==> config.mk <==
export PLATFORM = sky130hd
export DESIGN_NAME = btn_debounce
export DESIGN_NICKNAME = d
export VERILOG_FILES = /design/src/rtl/btn_debounce.sv
export SDC_FILE = /design/constraint.sdc
export NUM_CORES = 1
export LEC_CHECK = 0
export BUFFER_PORTS_ARGS = -buffer_cell sky130_fd_sc_hd__buf_2
export CORE_UTILIZATION = 60
export CTS_BUF_LIST = sky130_fd_sc_hd__clkbuf_8
export DETAILED_ROUTE_END_ITERATION = 8
export PLACE_DENSITY_LB_ADDON = 0.2
export SYNTH_ARGS = -nofsm -noshare
export SYNTH_HDL_FRONTEND = slang
export SYNTH_SLANG_ARGS = --single-unit
==> constraint.sdc <==
create_clock -name clk -period 4.1 [get_ports clk]
set_input_delay 0.615 -clock clk [delete_from_list [all_inputs] [get_ports clk]]
set_output_delay 0.615 -clock clk [all_outputs]
set_load 0.005 [all_outputs]
==> src/rtl/btn_debounce.sv <==
// Multi-channel push-button conditioner: synchronise, debounce on prescaler ticks,
// and emit a clean level plus press / release / long-press pulses per channel.
module btn_debounce #(
    parameter int unsigned      N_BTN        = 4,
    parameter int unsigned      STABLE_TICKS = 3,
    parameter int unsigned      LONG_TICKS   = 10,
    parameter logic [N_BTN-1:0] INVERT       = {N_BTN{1'b1}}
) (
    input  logic             clk,
    input  logic             rst,
    input  logic             tick,
    input  logic [N_BTN-1:0] btn_raw,
    output logic [N_BTN-1:0] btn_level,
    output logic [N_BTN-1:0] btn_press,
    output logic [N_BTN-1:0] btn_release,
    output logic [N_BTN-1:0] btn_long
);

    localparam int unsigned CNT_W  = $clog2(STABLE_TICKS + 1);
    localparam int unsigned HOLD_W = $clog2(LONG_TICKS + 1);

    localparam logic [CNT_W-1:0]  CNT_LAST  = CNT_W'(STABLE_TICKS - 1);
    localparam logic [HOLD_W-1:0] HOLD_LAST = HOLD_W'(LONG_TICKS);

    logic [N_BTN-1:0]  s1_q, s2_q;
    logic [CNT_W-1:0]  cnt_q  [N_BTN];
    logic [CNT_W-1:0]  cnt_d  [N_BTN];
    logic [HOLD_W-1:0] hold_q [N_BTN];
    logic [HOLD_W-1:0] hold_d [N_BTN];
    logic [N_BTN-1:0]  level_q, level_d;
    logic [N_BTN-1:0]  long_done_q, long_done_d;
    logic [N_BTN-1:0]  press_q, press_d;
    logic [N_BTN-1:0]  release_q, release_d;
    logic [N_BTN-1:0]  long_q, long_d;

    always_comb begin
        level_d     = level_q;
        long_done_d = long_done_q;
        press_d     = '0;
        release_d   = '0;
        long_d      = '0;
        for (int unsigned i = 0; i < N_BTN; i++) begin
            cnt_d[i]  = cnt_q[i];
            hold_d[i] = hold_q[i];
            if (tick) begin
                if (s2_q[i] != level_q[i]) begin
                    if (cnt_q[i] == CNT_LAST) begin
                        level_d[i]   = s2_q[i];
                        cnt_d[i]     = '0;
                        press_d[i]   = s2_q[i];
                        release_d[i] = ~s2_q[i];
                    end else begin
                        cnt_d[i] = cnt_q[i] + 1'b1;
                    end
                end else begin
                    cnt_d[i] = '0;
                end

                // A release accepted on the same tick overrides any long-press completion.
                if (release_d[i]) begin
                    hold_d[i]      = '0;
                    long_done_d[i] = 1'b0;
                end else if (level_q[i] && !long_done_q[i]) begin
                    hold_d[i] = hold_q[i] + 1'b1;
                    if (hold_d[i] == HOLD_LAST) begin
                        long_d[i]      = 1'b1;
                        long_done_d[i] = 1'b1;
                    end
                end
            end
        end
    end

    always_ff @(posedge clk) begin
        if (rst) begin
            s1_q        <= '0;
            s2_q        <= '0;
            level_q     <= '0;
            long_done_q <= '0;
            press_q     <= '0;
            release_q   <= '0;
            long_q      <= '0;
            for (int unsigned i = 0; i < N_BTN; i++) begin
                cnt_q[i]  <= '0;
                hold_q[i] <= '0;
            end
        end else begin
            s1_q        <= btn_raw ^ INVERT;
            s2_q        <= s1_q;
            level_q     <= level_d;
            long_done_q <= long_done_d;
            press_q     <= press_d;
            release_q   <= release_d;
            long_q      <= long_d;
            for (int unsigned i = 0; i < N_BTN; i++) begin
                cnt_q[i]  <= cnt_d[i];
                hold_q[i] <= hold_d[i];
            end
        end
    end

    assign btn_level   = level_q;
    assign btn_press   = press_q;
    assign btn_release = release_q;
    assign btn_long    = long_q;

endmodule

After elaboration in Yosys (flattened, before gate mapping). Memories as Yosys holds them, arrays and structs flattened. Cells that the tools add are included.

Memory bits (read-only): 0. Memories kept: 2. Bits in latches: 0. Memory bits (writable): 24. Word-level logic and storage cells: 163. Flip-flop bits (word level): 28.

Memories: hold_q (words 4, bits a word 4, read ports 4, clocked after memory_dff 0, wr ports 4, line 28) `logic [HOLD_W-1:0] hold_q [N_BTN];`; cnt_q (words 4, bits a word 2, read ports 4, clocked after memory_dff 0, wr ports 4, line 26) `logic [CNT_W-1:0] cnt_q [N_BTN];`.

Eq/ne operators: 12. Div/mod/pow operators: 0. $lt $le $gt $ge: 0. Bitwise gates (word level): 26. Shift-type cells: 0. Mux-type cells: 63. $add $sub $neg: 8. Reduce and logical (&&, ||, !) cells: 33. Multipliers: 0.

Operators by type and width (number): $mux 4 (16); $mux 2 (16); $reduce_or 4->1 (8); $mux 1 (31); $reduce_and 3->1 (8); $not 1->1 (17); $add 4x1->4 const B (4); $eq 4x4->1 const B (4); $reduce_bool 2->1 (8); $add 2x1->2 const B (4); $eq 2x2->1 const B (4); $or 1x1->1 (8); $logic_and 1x1->1 (4); $logic_not 1->1 (4); $ne 1x1->1 (4); $not 4->4 (1); $reduce_or 2->1 (1).

Logic depth before layout (Yosys ltp).
Depth in word-level cells: 7. Mapped depth: 6.

Worst setup path after synthesis. Ideal clock, no wire load.

Path kind: input-to-reg. Start point: in tick. End point: mem hold_q[2][2] (netlist name). Setup time: 0.070 ns. Arrival: 1.704 ns. Cell stages on the path: 5. Required time: 4.030 ns. Setup slack: 2.325 ns. Cells stage by stage: buf_2 -> nand2_2 -> or2_1 -> or4b_1 -> a21oi_1.

RTL lines: from (decl) (line 11) `input logic tick,`; to (decl) (line 28).

==> impl_summary.md <==
Synth
The count of warnings emitted by yosys is 0. The sequential element share of the synthesized area is 44.40%. The number of library cell types mapped by synthesis is 39. The proportion of synthesized flip-flops having asynchronous set or reset is 0%. The most used flip-flop cell after synthesis is sky130_fd_sc_hd__dfxtp_1.

Each instance of the synthesized netlist takes up on average 9.018 um2. The share of Yosys cell area claimed by the top area cell type is 44.40%. In this run, synthesis produced a sequential element count of 52. The area of the mapped netlist is 0.002345 mm2. After synthesis, the cell types taking the most area are sky130_fd_sc_hd__dfxtp_1 44%, sky130_fd_sc_hd__a21oi_1 5.1%, sky130_fd_sc_hd__mux2i_1 4.7%, sky130_fd_sc_hd__nor2_1 4.3%, sky130_fd_sc_hd__ha_1 4.3%. The synthesized netlist net count is 275. The cell type contributing the most total cell area after synthesis is sky130_fd_sc_hd__dfxtp_1. The number of enable-type register cells in the synthesized netlist is 0. Synthesis produced 260 cells.

Timing
The transition time of the tightest slew-check pin is 0.7979 ns. Based on the critical path, the design can be clocked at up to 0.5368 GHz. The final setup skew is 0.007347 ns. The final-report hold violation count is 0.

Setup repair after global routing left no endpoint under its margin. Dividing the final minimum period by the clock period gives 45.44%. The time the final worst path needs with I/O delays and setup is 1.863 ns. The worst-case hold slack is 0.4412 ns. The sum of negative setup slack is 0 ns. The relative slew slack is 46.80%.

Setup violations remaining at the end of the flow were counted as 0. The total count of max-transition violations in the final report is 0.

Setup path
The worst register-to-register path has a depth of 4. In this run the worst path has a maximum fanout of 26. STA classifies the critical path endpoint as a register. The worst register-to-register path begins at cnt_q[3][1]$_SDFFE_PP0P_.

The worst-path cell with the longest stage delay is sky130_fd_sc_hd__or4b_1. STA classifies the critical path startpoint as a primary input. The required time at the endpoint of the critical path is 4.33 ns. The reg2reg setup slack is 2.43 ns.

The worst register-to-register path ends at hold_q[3][3]$_SDFFE_PP0P_. For the worst setup path, the data arrival time is 2.09 ns. The critical path class is in -> reg. The largest single stage delay on the critical path is 0.50 ns. Walking the worst path, the cells encountered are buf_2, nand2_2, or2_1, or4b_1, a21oi_1.

Routing
The total length of routed wires is 4096 um. Once detail routing completed, the nets flagged for antenna violations numbered 0. The detailed router finished its first iteration with 73 violations.

For this run, design rule violations remaining after detail routing come to 0. The final route contains 1874 vias. Dividing the detail-routed wire length by the instance count gives 12.45 um. The ratio of routed vias to standard cells is 5.696. The length of the first detailed-routing pass in iterations is 4.

GRT
The initial antenna violation count is 0. Entering global routing, the biggest net connects 48 pins. The global router's overall resource usage is 22.67%.

The first global-routing pass estimated 7403 um of wire. The total overflow left after global routing is 0. The via count of the first global-routing pass is 1725.

Clocking
The longest clock path from root to sink contains 2 buffers. The count of cells resized by post-cts repair is 0. The CTS sink count is 52. For this design, the CTS-stage hold fixing added 0 buffers. The number of H-tree levels is 2.

TritonCTS created 5 clock buffers. The clock tree from TritonCTS is done. Post-CTS timing repair inserted 0 buffers for setup. The clock reaches the later pin of the worst-skew pair after 0.30 ns.

Clock-pin slew was measured on the worst setup and hold paths at 0.09 ns. The clock tree root buffer cell is sky130_fd_sc_hd__clkbuf_8.

Floorplanning
Measured along the x axis, the die boundary spans 64.52 um. For this configuration, the core starts out at a cell density of 63.10%. The floorplan has 22 rows.

The floorplan die area is 0.004162 mm2. The die span in y is 64.52 um. The region available for standard cell placement spans 0.003716 mm2. During I/O placement, the number of pins put on the boundary was 23.

Layout
In the final design database the tool counted 295 nets. The area of all placed cells without fillers is 0.002587 mm2. From synthesis to final layout, the design area changed by 10.35%.

Of the cells placed in the final design, the portion with a size suffix greater than 1 is 13.52%. In the final layout, the multi-input gates occupy 0.001239 mm2. The number of filler instances in the final layout is 310. The register area is 0.001041 mm2. The repair_antennas step left the layout with diodes totalling 0. The final instance count without filler cells is 329.

Place
The total cell area at the placement stage is 0.002480 mm2. Detailed placement finished with a half-perimeter wire length of 2782 um. After detailed placement, the design holds a cell count of 321. The port buffer count is 22. The weighted congestion reported at the end of routability-driven placement is 0.7775.

Hold path
Counting instances, the worst hold path has a depth of 1. The path class of the tightest hold or removal check is reg -> reg. In this run the most critical hold path is launched from s1_q[0]$_SDFF_PP0_. The worst hold path terminates at s2_q[0]$_SDFF_PP0_.

Power and ir drop
The static power due to leakage is 0.9852 nW. IR analysis of the VDD net gives a maximum drop of 0.0002710 V. The total power density per cell area is 336.8 mW/mm2.

Run
The count of maximum capacitance violations is 0.

Outcome
The flow ran to the end, and the final reports show no timing, DRC or antenna violations.
-- power breakdown --
part / internal [mW] / switching [mW]
registers: 0.509 / 0.00373
logic: 0.00847 / 0.0152
clock network: 0.179 / 0.156
-- worst max-delay path by stage --
stage / startpoint / end / slack [ns] / depth (start not counted)
5_1_grt: tick / hold_q[2][2]$_SDFFE_PP0P_ / 2.09 / 5
3_3_place_gp: tick / hold_q[2][2]$_SDFFE_PP0P_ / 1.97 / 5
6_report: tick / hold_q[2][2]$_SDFFE_PP0P_ / 2.24 / 5
2_1_floorplan: tick / hold_q[2][2]$_SDFFE_PP0P_ / 2.33 / 5
3_5_place_dp: tick / hold_q[2][2]$_SDFFE_PP0P_ / 1.93 / 5
4_1_cts: tick / hold_q[2][2]$_SDFFE_PP0P_ / 2.26 / 5
-- area by class of cell --
| class | instances | share of cell area (%) |
|---|---|---|
| inverters | 8 | 1.161 |
| well taps | 48 | 2.321 |
| repair buffers | 22 | 4.255 |
| multi-input cells | 191 | 47.87 |
| clock buffers | 5 | 2.660 |
| flip-flops and latches | 52 | 40.23 |
| clock inverters | 3 | 1.499 |
-- cell usage in the layout, fill, tap and decap left out, drive strengths merged, types with 6 or more instances in the layout --
cell / instances
o21ai: 11
inv: 9
nor4: 9
nor3: 6
nand2: 16
a21oi: 24
nor2b: 8
ha: 8
nor3b: 12
nor2: 27
mux2i: 11
nand3b: 11
dfxtp: 52
buf: 22
-- critical path, delay by kind of cell --
| kind | cells | cell delay (ns) |
|---|---|---|
| buffers and inverters | 1 | 0.36 |
| AO/OA/AOI/OAI | 1 | 0.14 |
| AND/OR/NAND/NOR | 3 | 0.96 |
-- Yosys cell counts (7+ instances only) --
cell,number
sky130_fd_sc_hd__nand2_1,15
sky130_fd_sc_hd__mux2i_1,11
sky130_fd_sc_hd__clkbuf_1,7
sky130_fd_sc_hd__o21ai_0,10
sky130_fd_sc_hd__nand3b_1,11
sky130_fd_sc_hd__nor2b_1,8
sky130_fd_sc_hd__nor4_1,9
sky130_fd_sc_hd__nor3b_1,8
sky130_fd_sc_hd__ha_1,8
sky130_fd_sc_hd__nor2_1,27
sky130_fd_sc_hd__inv_1,8
sky130_fd_sc_hd__a21oi_1,24
sky130_fd_sc_hd__dfxtp_1,52
-- sequential cells by signal, indices dropped and copies added, names as in the netlist --
register / flops
btn_release: 4
btn_level: 4
hold_q: 16
s2_q: 4
btn_long: 4
s1_q: 4
cnt_q: 8
long_done_q: 4
btn_press: 4
-- through the flow --
| step | total power [mW] | util, % | setup slack [ns] |
|---|---|---|---|
| after floorplan | 0.5433 | - | 2.325 |
| after global placement | 0.5486 | 66.73 | 1.971 |
| after detailed placement | 0.5490 | 66.73 | 1.928 |
| after CTS | 0.8823 | 69.63 | 2.256 |
| after global routing | 0.9086 | 69.63 | 2.093 |
| final | 0.8714 | 69.63 | 2.237 |
-- cells by family after synthesis --
| kind of cell | Yosys count | synth area share (%) |
|---|---|---|
| adder cells (fa/ha/maj) | 8 | 4.269 |
| buffers and inverters | 17 | 2.775 |
| XOR/XNOR | 4 | 1.494 |
| flip-flops | 52 | 44.40 |
| AND/OR/NAND/NOR | 119 | 29.88 |
| AO/OA/AOI/OAI | 49 | 12.49 |
| multiplexers | 11 | 4.696 |
-- routing by layer --
metal | global-route usage [%] | wire length (um) | up-vias | share of wire, %
met5 | 0 | 0 | - | 0
met4 | 8.333 | 69 | 0 | 1.7
met3 | 6.162 | 125 | 5 | 3.1
met2 | 39.47 | 1912 | 24 | 47
met1 | 26.40 | 1989 | 879 | 49
li1 | - | - | 966 | -
(Power assumes the default switching activity.)
